[src/rtl/counter_seq_ctrl.sv]
// Run controller for a looping 0..max counter: idle/run/pause/done sequencing,
// programmable wrap limit and loop count, registered wrap/done pulses.
module counter_seq_ctrl #(
  parameter int unsigned W      = 6,
  parameter int unsigned DEF_MX = 30,
  parameter int unsigned LW     = 4
) (
  input  logic          clk,
  input  logic          rst,
  input  logic          cfg_valid,
  input  logic [W-1:0]  cfg_max,
  input  logic [LW-1:0] cfg_loops,
  output logic          cfg_ready,
  input  logic          start,
  input  logic          pause,
  input  logic          stop,
  output logic [W-1:0]  count,
  output logic          wrap,
  output logic          done,
  output logic          busy,
  output logic [1:0]    state
);

  typedef enum logic [1:0] {
    S_IDLE  = 2'd0,
    S_RUN   = 2'd1,
    S_PAUSE = 2'd2,
    S_DONE  = 2'd3
  } state_e;

  state_e        state_q, state_d;
  logic [W-1:0]  count_q, count_d;
  logic [W-1:0]  mx_q, mx_d;
  logic [LW-1:0] loops_q, loops_d;
  logic [LW-1:0] wcnt_q, wcnt_d;
  logic [LW-1:0] wcnt_inc;
  logic          wrap_q, wrap_d;
  logic          done_q, done_d;
  logic          cfg_acc;

  // Ready is decoded from registered state only, so a config offered during a
  // run simply waits until the run ends.
  assign cfg_ready = (state_q == S_IDLE) || (state_q == S_DONE);
  assign cfg_acc   = cfg_valid && cfg_ready;
  assign wcnt_inc  = wcnt_q + 1'b1;

  always_comb begin
    state_d = state_q;
    count_d = count_q;
    wcnt_d  = wcnt_q;
    wrap_d  = 1'b0;
    done_d  = 1'b0;
    mx_d    = cfg_acc ? cfg_max   : mx_q;
    loops_d = cfg_acc ? cfg_loops : loops_q;

    unique case (state_q)
      S_IDLE: begin
        count_d = '0;
        if (!stop && start) begin
          state_d = S_RUN;
          wcnt_d  = '0;
        end
      end
      S_RUN: begin
        if (stop) begin
          state_d = S_IDLE;
          count_d = '0;
          wcnt_d  = '0;
        end else if (pause) begin
          state_d = S_PAUSE;
        end else if (count_q != mx_q) begin
          count_d = count_q + 1'b1;
        end else begin
          count_d = '0;
          wrap_d  = 1'b1;
          wcnt_d  = wcnt_inc;
          // Loop count of zero means the run never terminates on its own.
          if ((loops_q != '0) && (wcnt_inc == loops_q)) begin
            state_d = S_DONE;
            done_d  = 1'b1;
          end
        end
      end
      S_PAUSE: begin
        if (stop) begin
          state_d = S_IDLE;
          count_d = '0;
          wcnt_d  = '0;
        end else if (!pause) begin
          state_d = S_RUN;
        end
      end
      S_DONE: begin
        count_d = '0;
        if (stop) begin
          state_d = S_IDLE;
        end else if (start) begin
          state_d = S_RUN;
          wcnt_d  = '0;
        end
      end
      default: state_d = S_IDLE;
    endcase
  end

  always_ff @(posedge clk or posedge rst) begin
    if (rst) begin
      state_q <= S_IDLE;
      count_q <= '0;
      mx_q    <= W'(DEF_MX);
      loops_q <= '0;
      wcnt_q  <= '0;
      wrap_q  <= 1'b0;
      done_q  <= 1'b0;
    end else begin
      state_q <= state_d;
      count_q <= count_d;
      mx_q    <= mx_d;
      loops_q <= loops_d;
      wcnt_q  <= wcnt_d;
      wrap_q  <= wrap_d;
      done_q  <= done_d;
    end
  end

  assign count = count_q;
  assign wrap  = wrap_q;
  assign done  = done_q;
  assign busy  = (state_q == S_RUN) || (state_q == S_PAUSE);
  assign state = state_q;

endmodule

[config.mk]
export PLATFORM = sky130hd
export DESIGN_NAME = counter_seq_ctrl
export DESIGN_NICKNAME = d
export VERILOG_FILES = /design/src/rtl/counter_seq_ctrl.sv
export SDC_FILE = /design/constraint.sdc
export NUM_CORES = 1
export LEC_CHECK = 0
export CAP_MARGIN = 40
export CELL_PAD_IN_SITES_DETAIL_PLACEMENT = 1
export CELL_PAD_IN_SITES_GLOBAL_PLACEMENT = 1
export CORE_UTILIZATION = 43
export CTS_CLUSTER_DIAMETER = 40
export CTS_CLUSTER_SIZE = 20
export DETAILED_ROUTE_END_ITERATION = 10
export DONT_BUFFER_PORTS = 1
export PLACE_DENSITY = 0.82
export SLEW_MARGIN = 20
export SYNTH_ARGS = -nofsm -noshare
export SYNTH_HDL_FRONTEND = slang
export SYNTH_SLANG_ARGS = --single-unit
export TNS_END_PERCENT = 100
[constraint.sdc]
create_clock -name clk -period 1.8 [get_ports clk]
set_input_delay 0 -clock clk [delete_from_list [all_inputs] [get_ports clk]]
set_output_delay 0 -clock clk [all_outputs]
set_load 0.02 [all_outputs]
==> results of run 1 <==
state kept, by name (all words and copies together) (netlist names):
| name | cells |
|---|---|
| count | 6 |
| mx_q | 6 |
| loops_q | 4 |
| wcnt_q | 4 |
| state | 2 |
| done | 1 |
| wrap | 1 |
routing by layer:
layer,up-vias,GRT usage,wire length (um)
met3,6,0.0499,131
li1,479,-,-
met2,26,0.462,2090
met1,510,0.276,1500
met5,-,0,0
met4,0,0.0557,59
kinds of logic after synthesis:
| family | after synthesis | synth area share |
|---|---|---|
| buf+inv | 10 | 0.0288 |
| fa+ha+maj | 6 | 0.0575 |
| mux | 15 | 0.126 |
| compound gates | 14 | 0.0767 |
| flops | 24 | 0.464 |
| simple gates | 35 | 0.147 |
| xor+xnor | 15 | 0.101 |
per-stage QoR:
stage               setup slack, ns  utilization  TNS [ns]  total power (W)  cell area, um2
finish                      -0.0312        0.620   -0.0674          0.00263            1740
global route                 -0.113        0.620    -0.421          0.00278            1740
CTS                         -0.0378        0.596   -0.0953          0.00249            1670
detailed placement          0.00298        0.529         0          0.00205            1490
global placement             0.0577        0.529         0          0.00197            1490
floorplan                   -0.0217            -   -0.0217          0.00168            1320
cell type report:
type	count	share of cell area
multi-input cells	85	0.406
flip-flops and latches	24	0.352
repair buffers	35	0.172
well taps	31	0.0223
clock inverters	1	0.0173
inverters	8	0.0173
clock buffers	3	0.0129
how the worst max path moves through the flow:
stage	slack, ns	from	to
3_5_place_dp	0.003	mx_q[3]	state[1]
6_report	-0.03	mx_q[3]	state[1]
2_1_floorplan	-0.02	count[3]	wcnt_q[3]
4_1_cts	-0.04	mx_q[2]	state[1]
5_1_grt	-0.11	mx_q[3]	state[1]
3_3_place_gp	0.06	mx_q[3]	state[1]
timing repair:
action,in CTS,in global routing
buffers inserted,0,3
gates resized for setup,1,9
endpoints found under the hold margin,36,0
endpoints found under the setup margin,5,10
pin swaps,2,2
hold buffers,13,0
placed cells by master (no fill, tap or decap), drive strengths merged:
master and instances:
buf 22, dfrtp 20, dlygate4sd3 13, xor2 12, mux2 11, nor2 10, nand2 8, inv 8
ha 6, nor3 4, mux2i 4, dfstp 4, nand4 3, xnor2 3, o21ai 3, clkbuf 3
a21oi 3, nor2b 2, a21o 2, and3 2, nor4 1, or2 1, o2111ai 1, nand2b 1
o2bb2ai 1, nand3 1, or4 1, and2 1, o22ai 1, a31oi 1, a211oi 1, a41oi 1
bufinv 1
power breakdown:
part	leakage (nW)	total (W)	internal [W]	switching, W
clock network	0.0279	0.000404	0.000225	0.000178
logic	0.468	0.00132	0.000633	0.000688
registers	0.296	0.000904	0.000743	0.000161
critical path: cells and delay by family, from the launching register on:
| family | cells | cell delay (ns) |
|---|---|---|
| AND/OR/NAND/NOR | 3 | 0.93 |
| flip-flops | 1 | 0.58 |
| AO/OA/AOI/OAI | 1 | 0.16 |
| XOR/XNOR | 1 | 0.09 |
==> metrics, run 1 <==
period utilisation layout=1.02; first-pass GRT wire length=5.82 mm; count of port buffers added during placement=0; insertion delay of the later-clocked pin in the worst-skew pair=0.33 ns; Clock Tree Buf Depth=2; most numerous cell types in the synthesized netlist=20 x sky130_fd_sc_hd__dfrtp_1, 12 x sky130_fd_sc_hd__xor2_1, 11 x sky130_fd_sc_hd__mux2_2, 10 x sky130_fd_sc_hd__nor2_1, 8 x sky130_fd_sc_hd__inv_1; DR pass1 iterations=7; number of top-level pins=28; Via-to-Cell Ratio=5.46; count of antenna diodes in the layout=0; max-cap violation count=0; required time reported for the critical path endpoint=2.05 ns; Top FF cell, synth=sky130_fd_sc_hd__dfrtp_1; Area Overhead vs Synth=33.3%; sequential cell area=approximately 600 um2; worst hold stages=4; setup slack, reg-to-reg=-0.03 ns; count of placed standard cells including taps=166; initial antenna violation count=0; hold path startpoint=stop; number of enable-type register cells in the synthesized netlist=0; transition time at the pin with the least slew margin=0.482 ns; number of core rows=19; nets@finish=between 150 and 200; Synthesized Nets=141; async set-reset flop share out of synthesis=1.00; proportion of netlist area held by the largest area contributor=0.384; violated checks=DRC, setup timing; worst hold margin=0.00623 ns; Slew HR=0.678; slowest library cell on the worst path=sky130_fd_sc_hd__dfstp_2; launch point of the worst reg-to-reg path=mx_q[3]; Die ar.=3260 um2; GR Util All Layers=0.242; most frequent cell after synthesis=sky130_fd_sc_hd__dfrtp_1; count of cells along the worst register-to-register path=5; area used by multi-input combinational logic=707 um2; RSZ-0062 raised after global routing=true; VDD IR-drop max=0.968 mV; total grt overflow=0; Worst Hold Class=input port to register; Peak Freq=546 MHz; proportion of layout cells with a drive suffix above 1=0.391; Hold Vio Cnt, Final=0; Worst setup EP type=register; cell-by-cell listing of the critical path=xor2_2 > nor4_4 > nand2_2 > or4_4 > a31oi_1; antenna-violating nets left=0; Cells after Synth=119; CTS tree=done; total wire length=3.78 mm; final max-slew violation count=0; number of clock sinks seen by CTS=24; final setup violating endpoints=3; clock root buffer master=sky130_fd_sc_hd__clkbuf_4; final critical delay including setup and external delays=1.83 ns; post-layout worst setup margin=-0.0312 ns; distinct cell type count after synthesis=33; floorplan die height=approximately 57 um; clock buffers created by TritonCTS=3; part of the Yosys area used for sequential elements=0.464; cell area after synthesis=1310 um2; Chip Width=between 50 and 60 um; detailed placement HPWL=roughly 2.4 mm; Yosys warning count=0; via count of the first global-routing pass=around 1,200; Core ar.=2810 um2; drt initial violations=33; cell taking the most area after synthesis=sky130_fd_sc_hd__dfrtp_1; pin count of the biggest net entering global routing=23; Finished Layout Cells=187; flip-flop and latch count after synthesis=24; # DRC=7; # H-tree levels=1; final worst clock skew=0.00365 ns; worst r2r dst=state[1]; number of vias in the routed layout=1,021; category of the worst setup path launch point=register; average instance area after synthesis=between 10 and 15 um2; initial cell density of the core=0.465; reported leakage power=0.792 nW; delay of the slowest critical-path stage=slightly below 0.6 ns; Worst Hold Path EP=wcnt_q[1]; result of the run=finished, violations left; Crit Path Class=register to register; dominant cells by area after synthesis=sky130_fd_sc_hd__dfrtp_1 38%, sky130_fd_sc_hd__mux2_2 9.5%, sky130_fd_sc_hd__dfstp_2 8.1%, sky130_fd_sc_hd__xor2_1 8.1%, sky130_fd_sc_hd__ha_1 5.8%; post-detailed-route wirelength per cell=20.2 um; Filler cells=roughly 300; Cell Pwr Density=around 1500 nW/um2; global placer's final weighted congestion=just under 0.8; CP Max Fanout=3; critical path data arrival time=about 2.1 ns; Clock transition at path regs=0.14 ns
Note: power is estimated with default switching activity, not from simulation.
==> run 2: changes to the inputs <==
--- a/config.mk
+++ b/config.mk
@@ -8,12 +8,13 @@
 export CAP_MARGIN = 40
 export CELL_PAD_IN_SITES_DETAIL_PLACEMENT = 1
 export CELL_PAD_IN_SITES_GLOBAL_PLACEMENT = 1
-export CORE_UTILIZATION = 43
+export CORE_UTILIZATION = 45
+export CTS_BUF_LIST = sky130_fd_sc_hd__clkbuf_4
 export CTS_CLUSTER_DIAMETER = 40
 export CTS_CLUSTER_SIZE = 20
 export DETAILED_ROUTE_END_ITERATION = 10
 export DONT_BUFFER_PORTS = 1
-export PLACE_DENSITY = 0.82
+export PLACE_DENSITY = 0.85
 export SLEW_MARGIN = 20
 export SYNTH_ARGS = -nofsm -noshare
 export SYNTH_HDL_FRONTEND = slang
==> metrics, run 2 (synthesis results as in run 1) <==
result of the run=finished, violations left; violated checks=hold timing, setup timing; Clock transition at path regs=0.14 ns (about the same); nets@finish=180 (+0.56%); count of port buffers added during placement=0 (unchanged); reported leakage power=0.789 nW (-0.43%); required time reported for the critical path endpoint=2.06 ns (about the same); post-detailed-route wirelength per cell=20.1 um (-0.37%); Chip Width=55.9 um (-2.2%); Slew HR=0.732 (+0.0537); pin count of the biggest net entering global routing=23 (unchanged); launch point of the worst reg-to-reg path=mx_q[3]; Crit Path Class=register to register; detailed placement HPWL=2.48 mm (+2.6%); first-pass GRT wire length=6.00 mm (+3.2%); floorplan die height=55.9 um (-2.2%); Via-to-Cell Ratio=5.62 (+2.9%); final critical delay including setup and external delays=1.81 ns (-0.0173 ns); number of clock sinks seen by CTS=24 (unchanged); final worst clock skew=0.00252 ns (-0.00113 ns); Area Overhead vs Synth=34.8%; commonest cells after routing, fill and taps aside=19 x sky130_fd_sc_hd__buf_4, 15 x sky130_fd_sc_hd__dfrtp_1, 14 x sky130_fd_sc_hd__dlygate4sd3_1; antenna-violating nets left=0 (unchanged); critical path data arrival time=2.07 ns (about the same); Peak Freq=551 MHz (+0.95%); DR pass1 iterations=2 (-5); CP Max Fanout=3 (unchanged); clock buffers created by TritonCTS=3 (unchanged); total cell area at the placement stage=1490 um2 (+0.51%); total grt overflow=0 (unchanged); drt initial violations=19 (-42%); worst r2r dst=state[1]; Hold Vio Cnt, Final=1 (+1); Clock Tree Buf Depth=2 (unchanged); hold path startpoint=stop; Core ar.=2760 um2 (-1.7%); insertion delay of the later-clocked pin in the worst-skew pair=0.33 ns (about the same); proportion of layout cells with a drive suffix above 1=0.395 (+0.00388); VDD IR-drop max=1.02 mV (+5.0%); transition time at the pin with the least slew margin=0.401 ns (-0.0808 ns); initial antenna violation count=0 (unchanged); most common cell after layout, fill and taps aside=sky130_fd_sc_hd__buf_4; # DRC=0 (-7); count of antenna diodes in the layout=0 (unchanged); timing endpoint of the critical path=state[1]; CTS tree=done; max-cap violation count=0 (unchanged); final max-slew violation count=0 (unchanged); sum of negative setup slack=-0.0189 ns (+0.0485 ns); clock root buffer master=sky130_fd_sc_hd__clkbuf_4; final setup violating endpoints=4 (+1); Die ar.=3120 um2 (-4.3%); # H-tree levels=1 (unchanged); Finished Layout Cells=188 (+0.53%); category of the worst setup path launch point=register; global placer's final weighted congestion=0.838 (+6.4%); initial cell density of the core=0.473 (+0.00802); GR Util All Layers=0.259 (+0.0168); total wire length=3.79 mm (+0.16%); post-route core utilization=0.638 (+0.0179); setup slack, reg-to-reg=-0.01 ns (+0.02 ns); worst hold margin=-0.0150 ns (-0.0212 ns); post-layout worst setup margin=-0.0139 ns (+0.0173 ns); Cell Pwr Density=1450 nW/um2 (-4.3%); Worst Hold Class=input port to register; period utilisation layout=1.01 (-0.00960); critical path launch point=mx_q[3]; Worst setup EP type=register; count of cells along the worst register-to-register path=5 (unchanged); count of placed standard cells including taps=167 (+0.60%); via count of the first global-routing pass=1,190 (-0.50%); RSZ-0062 raised after global routing=true; number of vias in the routed layout=1,056 (+3.4%); number of core rows=19 (unchanged); final standard cell area without fillers=1760 um2 (+1.2%); number of top-level pins=28 (unchanged)
-- run 2: repair_timing --
item,in CTS,in global routing
endpoints found under the hold margin,36,2
setup endpoints to repair,8,12
setup buffers,1,2
hold buffers,13,1
gates cloned,0,0
gates resized for setup,4,9
pin swaps,5,3
-- run 2: final cells by class --
cell class / instances / area [um2]
fillers: 299 / 998
multi-input cells: 85 / 723
flip-flops and latches: 24 / 612
repair buffers: 36 / 329
well taps: 31 / 38.8
inverters: 8 / 30.0
clock buffers: 3 / 22.5
clock inverters: 1 / 3.75
-- run 2: critical path, stage by stage, from the launching register on --
cell,delay [ns]
sky130_fd_sc_hd__dfstp_2,0.59
sky130_fd_sc_hd__xor2_2,0.09
sky130_fd_sc_hd__nor4_4,0.33
sky130_fd_sc_hd__nand2_2,0.09
sky130_fd_sc_hd__or4_4,0.51
sky130_fd_sc_hd__a31oi_1,0.15
-- run 2: worst min-delay path by stage --
stage / endpoint / depth (start not counted)
floorplan: count[0] / 1
detailed placement: done / 1
finish: state[0] / 3
global route: state[0] / 3
global placement: wcnt_q[3] / 1
CTS: state[0] / 3
-- run 2: where the power goes --
part	total, W	leakage [nW]	internal, W	switching [W]
combinational	0.00137	0.477	0.000673	0.000692
sequential	0.000922	0.296	0.000743	0.000179
clock	0.000256	0.0154	0.0000815	0.000174
total	0.00254	0.789	0.00150	0.00104
-- run 2: layer usage --
metal / track usage / up-vias / routed length (um)
met5: 0 / - / 0
met4: 0.105 / 0 / 125
met3: 0.0581 / 13 / 169
met2: 0.454 / 27 / 2030
met1: 0.307 / 533 / 1460
li1: - / 483 / -
-- run 2: per-stage QoR --
step                      hold WS, ns  worst slack (ns)  total power, W
after global placement         0.0743            0.0553         0.00197
after CTS                      0.0100           -0.0264         0.00238
final                         -0.0150           -0.0139         0.00254
after detailed placement       0.0742           -0.0585         0.00207
after global routing         -0.00317           -0.0943         0.00269
after floorplan                0.0113           -0.0217         0.00168
==> run 3: changes to the inputs <==
--- a/config.mk
+++ b/config.mk
@@ -8,6 +8,7 @@
 export CAP_MARGIN = 40
 export CELL_PAD_IN_SITES_DETAIL_PLACEMENT = 1
 export CELL_PAD_IN_SITES_GLOBAL_PLACEMENT = 1
+export CORE_ASPECT_RATIO = 0.75
 export CORE_UTILIZATION = 45
 export CTS_BUF_LIST = sky130_fd_sc_hd__clkbuf_4
 export CTS_CLUSTER_DIAMETER = 40
==> metrics, run 3 (synthesis results as in run 1) <==
result of the run=finished, violations left; violated checks=setup timing; count of port buffers added during placement=0 (unchanged); post-layout worst setup margin=-0.0984 ns (-0.0845 ns); Clock transition at path regs=0.15 ns (about the same); clock buffers created by TritonCTS=3 (unchanged); count of antenna diodes in the layout=0 (unchanged); GR Util All Layers=0.293 (+0.0339); # H-tree levels=1 (unchanged); post-route core utilization=0.648 (+0.0104); total wire length=4.30 mm (+13%); post-detailed-route wirelength per cell=22.4 um (+11%); clock root buffer master=sky130_fd_sc_hd__clkbuf_4; CP Max Fanout=3 (unchanged); Crit Path Class=register to register; max-cap violation count=0 (unchanged); required time reported for the critical path endpoint=2.07 ns (about the same); DR pass1 iterations=6 (+4); final worst clock skew=0.0301 ns (+0.0276 ns); final max-slew violation count=0 (unchanged); first-pass GRT wire length=6.35 mm (+5.8%); Via-to-Cell Ratio=5.60 (-0.23%); Cell Pwr Density=1480 nW/um2 (+2.3%); number of core rows=16 (-3); final setup violating endpoints=4 (unchanged); Worst setup EP type=register; Worst Hold Class=input port to register; nets@finish=179 (-0.56%); period utilisation layout=1.05 (+0.0469); most common cell after layout, fill and taps aside=sky130_fd_sc_hd__buf_4; number of clock sinks seen by CTS=24 (unchanged); Core ar.=2680 um2 (-2.7%); final critical delay including setup and external delays=1.90 ns (+0.0845 ns); VDD IR-drop max=0.834 mV (-18%); Die ar.=3120 um2 (about the same); sequential cell area=612 um2 (unchanged); number of top-level pins=28 (unchanged); Slew HR=0.747 (+0.0147); total grt overflow=0 (unchanged); Chip Width=64.2 um (+15%); commonest cells after routing, fill and taps aside=19 x sky130_fd_sc_hd__buf_4, 15 x sky130_fd_sc_hd__dfrtp_1, 14 x sky130_fd_sc_hd__dlygate4sd3_1, 11 x sky130_fd_sc_hd__xor2_1, 10 x sky130_fd_sc_hd__mux2_2; Clock Tree Buf Depth=2 (unchanged); floorplan die height=48.6 um (-13%); via count of the first global-routing pass=1,173 (-1.4%); Finished Layout Cells=192 (+2.1%); initial cell density of the core=0.486 (+0.0132); # DRC=0 (unchanged); reported leakage power=0.781 nW (-0.98%); count of placed standard cells including taps=171 (+2.4%); category of the worst setup path launch point=register; proportion of layout cells with a drive suffix above 1=0.423 (+0.0282); Hold Vio Cnt, Final=0 (-1); pin count of the biggest net entering global routing=25 (+8.7%); insertion delay of the later-clocked pin in the worst-skew pair=0.34 ns (about the same); RSZ-0062 raised after global routing=true; antenna-violating nets left=0 (unchanged); Filler cells=301 (+0.67%); number of vias in the routed layout=1,076 (+1.9%); Peak Freq=527 MHz (-4.4%); Area Overhead vs Synth=33.3%; global placer's final weighted congestion=0.753 (-10%); area used by multi-input combinational logic=717 um2 (-0.87%); detailed placement HPWL=2.55 mm (+2.6%); transition time at the pin with the least slew margin=0.379 ns (-0.0226 ns); drt initial violations=82 (+63); CTS tree=done; critical path data arrival time=2.17 ns (+0.10 ns); initial antenna violation count=0 (unchanged)
-- run 3: cell count changes in the layout (fill, tap and decap cells not counted), sizes merged --
cell    change
buf         -1
clkbuf      +1
clkinv      -1
-- run 3: cell type report --
type / instances / share of cell area
timing repair buffer: 35 / 0.176
clock buffer: 4 / 0.0173
multi-input combinational: 85 / 0.412
tap: 36 / 0.0259
inverter: 8 / 0.0173
sequential: 24 / 0.352
-- run 3: final timing paths --
kind / startpoint / to / slack, ns / cells after the start
worst min register to register: mx_q[5] / mx_q[5] / 0.56 / 1
worst max register to register: count[3] / state[1] / -0.1 / 5
worst max-delay path: count[3] / state[1] / -0.1 / 5
min in group asynchronous: rst / mx_q[5] / 0.17 / 3
worst min-delay path: stop / done / 0.09 / 4
max in group asynchronous: rst / mx_q[3] / 1.30 / 3
-- run 3: repair_timing --
action,4_1_cts,5_1_grt
setup endpoints to repair,5,10
hold endpoints to repair,40,4
resized for setup,3,16
pin swaps,4,6
hold buffers,13,1
setup buffers,0,3
-- run 3: report_power, final --
part / internal [W] / switching, W
combinational: 0.000646 / 0.000730
sequential: 0.000744 / 0.000177
clock: 0.000102 / 0.000173
total: 0.00149 / 0.00108
-- run 3: metrics by stage --
| step | setup TNS [ns] | hold WS [ns] | power (W) | cell area (um2) | worst slack, ns |
|---|---|---|---|---|---|
| 3_3_place_gp | 0 | -0.0499 | 0.00198 | 1490 | 0.0240 |
| 4_1_cts | -0.116 | 0.0179 | 0.00238 | 1670 | -0.0530 |
| 2_1_floorplan | -0.0217 | 0.0113 | 0.00168 | 1320 | -0.0217 |
| 5_1_grt | -0.590 | 0.0795 | 0.00271 | 1740 | -0.150 |
| 3_5_place_dp | -0.0346 | -0.0415 | 0.00206 | 1490 | -0.0260 |
| 6_report | -0.301 | 0.0911 | 0.00257 | 1740 | -0.0984 |
-- run 3: layer usage --
metal  global-route usage  wire (um)  part of all wire
met3               0.0542        200             0.047
met4               0.0926         77             0.018
met2                0.537       2390              0.56
met1                0.344       1630              0.38
met5                    0          0                 0
-- run 3: critical path, cell delays in order (launching register included) --
cell	delay, ns
sky130_fd_sc_hd__dfrtp_2	0.47
sky130_fd_sc_hd__xor2_2	0.21
sky130_fd_sc_hd__nor4_4	0.33
sky130_fd_sc_hd__nand2_2	0.12
sky130_fd_sc_hd__or4_4	0.53
sky130_fd_sc_hd__a31oi_1	0.17
